`config.mk`:
```
export PLATFORM = sky130hd
export DESIGN_NAME = sync_fifo_param_flat
export DESIGN_NICKNAME = d
export VERILOG_FILES = /design/src/rtl/fifo_pkg.sv /design/src/rtl/sync_fifo_param_if.sv /design/src/rtl/fifo_mem.sv /design/src/rtl/sync_fifo_param.sv /design/src/flat_wrapper.sv
export SDC_FILE = /design/constraint.sdc
export NUM_CORES = 1
export LEC_CHECK = 0
export BUFFER_PORTS_ARGS = -buffer_cell sky130_fd_sc_hd__buf_4
export CORE_MARGIN = 3
export CORE_UTILIZATION = 40
export CTS_BUF_LIST = sky130_fd_sc_hd__clkbuf_16
export DETAILED_ROUTE_END_ITERATION = 10
export GPL_TIMING_DRIVEN = 1
export PLACE_DENSITY_LB_ADDON = 0.3
export SYNTH_ARGS = -nofsm -noshare
export SYNTH_HDL_FRONTEND = slang
export SYNTH_SLANG_ARGS = --single-unit
```
`constraint.sdc`:
```
create_clock -name clk -period 3.6 [get_ports clk]
set_clock_uncertainty 0.2 [all_clocks]
set_input_delay 0.18 -clock clk [delete_from_list [all_inputs] [get_ports clk]]
set_output_delay 0.18 -clock clk [all_outputs]
set_load 0.005 [all_outputs]
```
`src/rtl/fifo_pkg.sv`:
```
// Shared sizing helpers, parameter legality checks and status typedefs for the
// parametrised synchronous FIFO slice.
package fifo_pkg;

  typedef enum logic [1:0] {
    OP_IDLE = 2'b00,
    OP_RD   = 2'b01,
    OP_WR   = 2'b10,
    OP_BOTH = 2'b11
  } fifo_op_e;

  typedef struct packed {
    logic full;
    logic empty;
    logic almost_full;
    logic almost_empty;
    logic overflow;
    logic underflow;
  } fifo_status_t;

  function automatic int unsigned ptr_w(input int unsigned depth);
    return (depth <= 2) ? 1 : $clog2(depth);
  endfunction

  // One extra bit so the count can represent DEPTH itself.
  function automatic int unsigned cnt_w(input int unsigned depth);
    return ptr_w(depth) + 1;
  endfunction

  function automatic bit is_pow2(input int unsigned v);
    return (v >= 2) && ((v & (v - 1)) == 0);
  endfunction

  function automatic bit params_ok(input int unsigned dwidth, input int unsigned depth,
                                   input int unsigned af_level, input int unsigned ae_level);
    return (dwidth >= 1) && is_pow2(depth) &&
           (af_level >= 1) && (af_level <= depth) && (ae_level <= depth - 1);
  endfunction

endpackage

```
`src/rtl/sync_fifo_param_if.sv`:
```
// Producer/consumer handshake bundle for sync_fifo_param; the FIFO takes the
// slave view, the surrounding logic (or bench) the master view.
interface sync_fifo_param_if #(
  parameter int unsigned DWIDTH = 8,
  parameter int unsigned DEPTH  = 8
) ();
  localparam int unsigned CW = fifo_pkg::cnt_w(DEPTH);

  logic              wr_en;
  logic [DWIDTH-1:0] data_in;
  logic              rd_en;
  logic [DWIDTH-1:0] data_out;
  logic              rd_valid;
  logic              full;
  logic              empty;
  logic              almost_full;
  logic              almost_empty;
  logic [CW-1:0]     count;
  logic              overflow;
  logic              underflow;

  modport master (
    output wr_en, data_in, rd_en,
    input  data_out, rd_valid, full, empty, almost_full, almost_empty,
           count, overflow, underflow
  );

  modport slave (
    input  wr_en, data_in, rd_en,
    output data_out, rd_valid, full, empty, almost_full, almost_empty,
           count, overflow, underflow
  );
endinterface

```
`src/rtl/fifo_mem.sv`:
```
// Simple dual-port RAM: one write port, one registered read port. A read and
// write to the same address on one edge return the old word.
module fifo_mem
  import fifo_pkg::*;
#(
  parameter int unsigned DWIDTH = 8,
  parameter int unsigned DEPTH  = 8
) (
  input  logic                      clk,
  input  logic                      rst,
  input  logic                      we,
  input  logic [ptr_w(DEPTH)-1:0]   waddr,
  input  logic [DWIDTH-1:0]         wdata,
  input  logic                      re,
  input  logic [ptr_w(DEPTH)-1:0]   raddr,
  output logic [DWIDTH-1:0]         rdata
);

  logic [DWIDTH-1:0] mem [DEPTH];

  // Storage is deliberately left unreset; only the output register is cleared.
  always_ff @(posedge clk) begin
    if (we) mem[waddr] <= wdata;
  end

  always_ff @(posedge clk or negedge rst) begin
    if (!rst)    rdata <= '0;
    else if (re) rdata <= mem[raddr];
  end

endmodule

```
`src/rtl/sync_fifo_param.sv`:
```
// Single-clock FIFO: pointers, occupancy counter, threshold flags and
// overflow/underflow pulses around a registered-read dual-port RAM.
module sync_fifo_param
  import fifo_pkg::*;
#(
  parameter int unsigned DWIDTH   = 8,
  parameter int unsigned DEPTH    = 8,
  parameter int unsigned AF_LEVEL = DEPTH - 1,
  parameter int unsigned AE_LEVEL = 1
) (
  input  logic               clk,
  input  logic               rst,
  sync_fifo_param_if.slave   bus
);

  localparam int unsigned AW = ptr_w(DEPTH);
  localparam int unsigned CW = cnt_w(DEPTH);

  generate
    if (!params_ok(DWIDTH, DEPTH, AF_LEVEL, AE_LEVEL)) begin : g_bad_params
      $error("sync_fifo_param: illegal DWIDTH/DEPTH/AF_LEVEL/AE_LEVEL combination");
    end
  endgenerate

  logic [AW-1:0] wr_ptr;
  logic [AW-1:0] rd_ptr;
  logic [CW-1:0] count;
  logic          full;
  logic          empty;
  logic          wr_acc;
  logic          rd_acc;
  fifo_op_e      op;

  assign full  = (count == CW'(DEPTH));
  assign empty = (count == '0);

  // A write into a full FIFO is legal when a read frees the slot on the same edge.
  always_comb begin
    wr_acc = bus.wr_en && (!full || bus.rd_en);
    rd_acc = bus.rd_en && !empty;
    op     = fifo_op_e'({wr_acc, rd_acc});
  end

  always_ff @(posedge clk or negedge rst) begin
    if (!rst) begin
      wr_ptr        <= '0;
      rd_ptr        <= '0;
      count         <= '0;
      bus.rd_valid  <= 1'b0;
      bus.overflow  <= 1'b0;
      bus.underflow <= 1'b0;
    end else begin
      if (wr_acc) wr_ptr <= wr_ptr + AW'(1);
      if (rd_acc) rd_ptr <= rd_ptr + AW'(1);
      case (op)
        OP_WR:   count <= count + CW'(1);
        OP_RD:   count <= count - CW'(1);
        default: count <= count;
      endcase
      bus.rd_valid  <= rd_acc;
      bus.overflow  <= bus.wr_en && full && !bus.rd_en;
      bus.underflow <= bus.rd_en && empty;
    end
  end

  assign bus.count        = count;
  assign bus.full         = full;
  assign bus.empty        = empty;
  assign bus.almost_full  = (count >= CW'(AF_LEVEL));
  assign bus.almost_empty = (count <= CW'(AE_LEVEL));

  fifo_mem #(
    .DWIDTH (DWIDTH),
    .DEPTH  (DEPTH)
  ) u_mem (
    .clk   (clk),
    .rst   (rst),
    .we    (wr_acc),
    .waddr (wr_ptr),
    .wdata (bus.data_in),
    .re    (rd_acc),
    .raddr (rd_ptr),
    .rdata (bus.data_out)
  );

endmodule
```
`src/flat_wrapper.sv`:
```
// flat-port wrapper written by rule: the top's interface ports become plain ports
module sync_fifo_param_flat import fifo_pkg::*;
#(
  parameter int unsigned DWIDTH   = 8,
  parameter int unsigned DEPTH    = 8,
  parameter int unsigned AF_LEVEL = DEPTH - 1,
  parameter int unsigned AE_LEVEL = 1
)
  (clk, rst, bus_wr_en, bus_data_in, bus_rd_en, bus_data_out, bus_rd_valid, bus_full, bus_empty, bus_almost_full, bus_almost_empty, bus_count, bus_overflow, bus_underflow);
  sync_fifo_param_if #(.DWIDTH(DWIDTH), .DEPTH(DEPTH)) bus_i ();
  input  logic clk;
  input  logic rst;
  input wire logic [$bits(bus_i.wr_en)-1:0] bus_wr_en;
  input wire logic [$bits(bus_i.data_in)-1:0] bus_data_in;
  input wire logic [$bits(bus_i.rd_en)-1:0] bus_rd_en;
  output wire logic [$bits(bus_i.data_out)-1:0] bus_data_out;
  output wire logic [$bits(bus_i.rd_valid)-1:0] bus_rd_valid;
  output wire logic [$bits(bus_i.full)-1:0] bus_full;
  output wire logic [$bits(bus_i.empty)-1:0] bus_empty;
  output wire logic [$bits(bus_i.almost_full)-1:0] bus_almost_full;
  output wire logic [$bits(bus_i.almost_empty)-1:0] bus_almost_empty;
  output wire logic [$bits(bus_i.count)-1:0] bus_count;
  output wire logic [$bits(bus_i.overflow)-1:0] bus_overflow;
  output wire logic [$bits(bus_i.underflow)-1:0] bus_underflow;
  assign bus_i.wr_en = bus_wr_en;
  assign bus_i.data_in = bus_data_in;
  assign bus_i.rd_en = bus_rd_en;
  assign bus_data_out = bus_i.data_out;
  assign bus_rd_valid = bus_i.rd_valid;
  assign bus_full = bus_i.full;
  assign bus_empty = bus_i.empty;
  assign bus_almost_full = bus_i.almost_full;
  assign bus_almost_empty = bus_i.almost_empty;
  assign bus_count = bus_i.count;
  assign bus_overflow = bus_i.overflow;
  assign bus_underflow = bus_i.underflow;
  sync_fifo_param #(.DWIDTH(DWIDTH), .DEPTH(DEPTH), .AF_LEVEL(AF_LEVEL), .AE_LEVEL(AE_LEVEL)) u_core (.clk(clk), .rst(rst), .bus(bus_i));
endmodule
```
== After elaboration in Yosys (flattened, before gate mapping) ==
Memory sizes are Yosys's and may differ from the RTL's. A register that Yosys moved wholly into a read port is not among the register bits.
Cells that the tools add are included.

* Memories: 1
* Memory bits (read-only): 0
* Latch bits: 0
* Logic and storage cells: 31
* RAM bits: 64
* Output and inout bits: 19
* Flip-flop bits (word level): 13

{| class="wikitable"
|+ Memory list
! name !! words !! bits a word !! rd ports !! clocked after Yosys merged registers in !! write ports !! line !! source
|-
| u_core.u_mem.mem || 8 || 8 || 1 || 1 || 1 || fifo_mem.sv:19 || <nowiki>logic [DWIDTH-1:0] mem [DEPTH];</nowiki>
|}

* Magnitude comparators: 2
* Multiply operators: 0
* Bitwise logic cells: 0
* Shift-type cells: 0
* Eq/ne operators: 3
* Mux-type cells: 3
* Divide/modulo/power cells: 0
* Reductions and logical operators: 12
* Add/subtract/negate cells: 4

{| class="wikitable"
|+ Operators by type and width
! kind !! number
|-
| $pmux W4 S2 || 1
|-
| $add A3 B1 Y3 const B || 2
|-
| $logic_and A1 B1 Y1 || 5
|-
| $add A4 B1 Y4 const B || 1
|-
| $eq A4 B4 Y1 const B || 1
|-
| $ge A4 B3 Y1 const B || 1
|-
| $le A4 B1 Y1 const B || 1
|-
| $logic_not A1 Y1 || 4
|-
| $logic_not A4 Y1 || 1
|-
| $sub A4 B1 Y4 const B || 1
|-
| $eq A2 B1 Y1 const B || 1
|-
| $eq A2 B2 Y1 const B || 1
|-
| $mux W1 || 2
|-
| $reduce_bool A2 Y1 || 1
|-
| $logic_or A1 B1 Y1 || 1
|}

== Depth between registers and ports, before layout ==
* Depth after elaboration: 6
* Depth in mapped cells: 10
* Mapped depth without buffers: 9

== Hierarchy ==
Synthesis repeated with hierarchy kept, for this count alone.

* Cells, all modules: 222
* Area, all modules: 3,498.4 um^2

{| class="wikitable"
|+ Modules (own cells, without submodules)
! module !! times used !! seq. area each (um^2) !! cells each !! area each (um^2)
|-
| fifo_mem || 1 || 2,122.0 || 169 || 2,861.5
|-
| sync_fifo_param || 1 || 325.3 || 53 || 636.9
|}

== Worst setup path after synthesis ==
Ideal clock, no wire load.

* Kind: flip-flop to flip-flop
* From: register u_core.count[0] (netlist: u_core.bus.count[0])
* To: register u_core.count[3] (netlist: u_core.bus.count[3])
* Period minus slack after synthesis: 2,530 ps
* Path buffers: 1
* Path slack: 1,070 ps
* Cell stages (with the launch flop): 11
* Data arrival time: 2,251 ps
* Cells stage by stage: dfrtp_1 -> inv_1 -> ha_1 -> nor3b_2 -> nand2b_1 -> buf_2 -> inv_1 -> ha_1 -> or4b_4 -> a21oi_2 -> xor2_1

* Elaborated cells between the ends (all ways): 13
* Classes of those cells: 2 x add/sub; 3 x eq/ne; 1 x mux; 7 x reduce/logical

{| class="wikitable"
|+ RTL lines
! what !! line !! source
|-
| start: declaration || sync_fifo_param.sv:27 || <nowiki>logic [CW-1:0] count;</nowiki>
|-
| start signal: assignment || sync_fifo_param.sv:56 || <nowiki>OP_WR: count <= count + CW'(1);</nowiki>
|-
| start signal: assignment || sync_fifo_param.sv:57 || <nowiki>OP_RD: count <= count - CW'(1);</nowiki>
|-
| start signal: assignment || sync_fifo_param.sv:58 || <nowiki>default: count <= count;</nowiki>
|-
| $logic_not A4 Y1 * || sync_fifo_param.sv:35 || <nowiki>assign empty = (count == '0);</nowiki>
|-
| $logic_not A1 Y1 * || sync_fifo_param.sv:40 || <nowiki>rd_acc = bus.rd_en && !empty;</nowiki>
|-
| $logic_and A1 B1 Y1 * || sync_fifo_param.sv:40 ||
|-
| via u_core.rd_acc || sync_fifo_param.sv:31 || <nowiki>logic rd_acc;</nowiki>
|-
| $eq A2 B1 Y1 or $eq A2 B2 Y1 (tied branches) || sync_fifo_param.sv:55 || <nowiki>case (op)</nowiki>
|-
| $pmux W4 S2 or $reduce_bool A2 Y1 (tied branches) || -- ||
|}

The timed path passes the listed nets; every way through them passes the cells marked *.
A chain may end at the register's enable or synchronous reset.

== Worst setup path in the final report ==
Ends and elaborated chain as after synthesis.

==> key figures <==
Run status
  • Status: finished, final reports clean

Timing
  • RSZ-0062 raised after global routing: no
  • Final setup vio count: 0
  • Setup ws final: 0.450 ns
  • Pin slew with the least headroom to its limit: 0.747 ns
  • Crit path time final: 3.15 ns
  • Setup TNS: 0 ns
  • Max-slew violations: 0
  • Rel. slew slack: 50.1%
  • Final Cycle Share: 87.5%
  • Hold Vio Cnt, Final: 0
  • FMAX: 317 MHz
  • Hold slack: 0.0705 ns

Detailed routing
  • Via density: 5.16
  • Drt wl/cell: 18.3 um
  • Via count: 1947
  • Antenna viol nets, final: 0
  • WL final: 6.89 mm
  • First drt pass iteration count: 5
  • DR iter-0 viols: 83
  • Residual DRC count: 0

Power and ir drop
  • Worst VDD drop: 437 uV
  • Total power draw: 3.54 mW
  • Clock group share of total power: 29.8%
  • P_int: 2.47 mW
  • Sw Pwr: 1.07 mW
  • Combinational share of power: 29.6%
  • Power Dens Cells: 818 mW/mm2
  • Net Sw Frac: 30.3%
  • Lkg Pwr: 1.66 nW
  • Sequential fraction of design power: 40.7%

Placed design
  • DP Cell Count: 350
  • Port Buffers: 30
  • Setup WS pre-CTS: 0.534 ns
  • Placed Area: 0.00387 mm2
  • Placed wire-length estimate: 4.58 mm
  • RD Place Congestion: 0.830

Clock tree
  • Post-cts sizing count: 0
  • CTS root buf: clkbuf_16
  • H-tree depth: 3
  • CTS tree: done
  • Total clock sinks: 85
  • Setup Fix Bufs, Post-CTS: 0
  • TritonCTS buffer count: 9
  • Clk Latency, worst-skew pair: 0.33 ns
  • Reg clk slew, reported paths: 0.06 ns
  • CTS max path bufs: 2

Synthesis
  • Ys flop type: edfxtp_1
  • Synth Instances: 215
  • Register bit count reported by yosys: 85
  • Number of synthesized flops with an enable pin: 64
  • Yosys cell types: 36
  • Post-synth design cell area: 0.00351 mm2
  • Syn Area/Cell: 16.3 um2
  • Synth warn: 0
  • Async SR Flop Fraction: 24.7%
  • Syn Nets: 234
  • Sequential-to-total area share from yosys stat: 69.8%

Floorplanning
  • Ports: 31
  • Site row count: 33
  • Die Width: 99.6 um
  • Die ar.: 0.00992 mm2
  • Core Area: 0.00838 mm2
  • Starting density of the core: 41.8%
  • Die height: 99.6 um

Finish
  • Area grow syn2layout: 23.5%
  • Fin nets: 286
  • FF/Latch Area: 0.00245 mm2
  • Filler cells: 711
  • Post-route cell area: 0.00433 mm2
  • Multi-input logic area: 981 um2
  • # diodes: 0
  • Finished Layout Cells: 377
  • Layout cells sized above 1: 25.4%
  • Layout Utilization: 51.6%

GRT
  • Vias in the first global route: 1964
  • First-pass GRT wire length: 10.9 mm
  • Initial antenna violation count: 0
  • Pin count of the biggest net entering global routing: 35
  • Global-route usage over all layers: 14.9%
  • Remaining global-route overflow: 0

Worst setup path
  • Critical Path Fanout Max: 12
  • CP startpoint kind: flip-flop
  • Worst setup EP type: flip-flop
  • Arrival @ worst endpoint: 3.20 ns
  • WS Path Type: flip-flop to flip-flop
  • Worst Path Required: 3.65 ns

Flow run
  • Max_cap viols: 0

Worst hold path
  • Hold WC Path Type: input pin to async pin
[sequential cells by signal, summed over array words and instances (netlist names)]
name	count
u_core.u_mem.mem	64
u_core.u_mem.rdata	8
u_core.bus.count	4
u_core.rd_ptr	3
u_core.wr_ptr	3
u_core.bus.overflow	1
u_core.bus.rd_valid	1
u_core.bus.underflow	1
[power by group through the flow]
stage,Combinational (mW),Sequential (mW),Clock (mW)
finish,1.05,1.44,1.05
global route,1.15,1.47,1.12
CTS,1.06,1.44,1.07
detailed placement,1.05,1.46,0
global placement,1.04,1.45,0
floorplan,0.717,1.41,0
[timing repair]
| item | CTS | global route |
|---|---|---|
| endpoints found under the hold margin | 89 | 0 |
| endpoints found under the setup margin | 0 | 0 |
| hold buffers | 11 | 0 |
[critical path: stages, from the launching register on]
cell and delay, ns:
dfrtp_1 0.47, inv_1 0.12, ha_1 0.20, nor3b_2 0.59
nand2b_1 0.51, inv_1 0.13, ha_1 0.27, nand4b_1 0.21
a21oi_2 0.20, xor2_1 0.17
[Yosys cell counts (all sizes together), types with 6 or more instances]
cell     n  area, um2
buf      8       61.3
a22o     8       70.1
o31ai    8       70.1
xnor2    6       52.6
ha       7       87.6
nor2     6       22.5
o21ai    9       45.0
o22ai    8       50.1
edfxtp  64       1920
dfrtp   21        526
mux2i   17        170
mux2    18        203
[layout by cell type (no fill, tap or decap), types with 2 or more instances in the layout]
cell | netlist | routed
ha_1 | 7 | 7
bufinv_16 | 0 | 3
mux2i_1 | 17 | 17
dlygate4sd3_1 | 0 | 11
xnor2_1 | 6 | 6
inv_1 | 5 | 5
clkinvlp_4 | 0 | 2
nand3_1 | 2 | 2
nor2_1 | 6 | 6
dfrtp_1 | 21 | 21
nor3_1 | 5 | 5
o31ai_2 | 2 | 2
nand2b_1 | 4 | 4
edfxtp_1 | 64 | 64
a22o_1 | 8 | 8
buf_4 | 2 | 39
mux2_2 | 5 | 5
o21ai_0 | 9 | 9
nand3b_1 | 2 | 2
o31ai_1 | 6 | 6
o22ai_1 | 8 | 8
clkbuf_16 | 0 | 9
nand2_1 | 3 | 3
xor2_1 | 2 | 2
mux2_1 | 13 | 13
[cells by family (layout without fill, tap and decap cells)]
kind of cell | after synthesis | count (layout) | synth area share [%]
flops | 85 | 85 | 69.8
compound gates | 35 | 35 | 7.21
mux | 35 | 35 | 10.6
simple gates | 31 | 31 | 5.46
buf+inv | 14 | 71 | 2.39
xor+xnor | 8 | 8 | 2.00
fa+ha+maj | 7 | 7 | 2.50
[routing by layer]
layer | global-route usage (%) | wire (um) | share of wire [%] | vias to the layer above
met4 | 4.10 | 76 | 1.1 | 0
li1 | - | - | - | 925
met1 | 19.6 | 3180 | 46 | 974
met3 | 4.49 | 291 | 4.2 | 6
met5 | 0 | 0 | 0 | -
met2 | 24.0 | 3330 | 48 | 42
[path summary, 6_finish.rpt]
kind                                       startpoint                    end  slack (ns)  depth (start not counted)
worst max-delay path              u_core.bus.count[0]    u_core.bus.count[3]        0.45                          9
worst min-delay path                              rst    u_core.bus.count[3]        0.07                          2
worst max register to register    u_core.bus.count[0]    u_core.bus.count[3]        0.45                          9
worst min register to register  u_core.u_mem.rdata[7]  u_core.u_mem.rdata[7]        0.32                          2
max in group asynchronous                         rst       u_core.rd_ptr[1]        2.91                          2
min in group clk                u_core.u_mem.rdata[7]  u_core.u_mem.rdata[7]        0.32                          2
[layout make-up]
class | count | share of cell area [%]
Clock inverter | 7 | 2.83
Sequential cell | 85 | 56.5
Clock buffer | 9 | 5.20
Multi-Input combinational cell | 116 | 22.7
Tap cell | 105 | 3.03
Inverter | 5 | 0.434
Timing Repair Buffer | 50 | 9.31
Note: power is estimated with default switching activity, not from simulation.
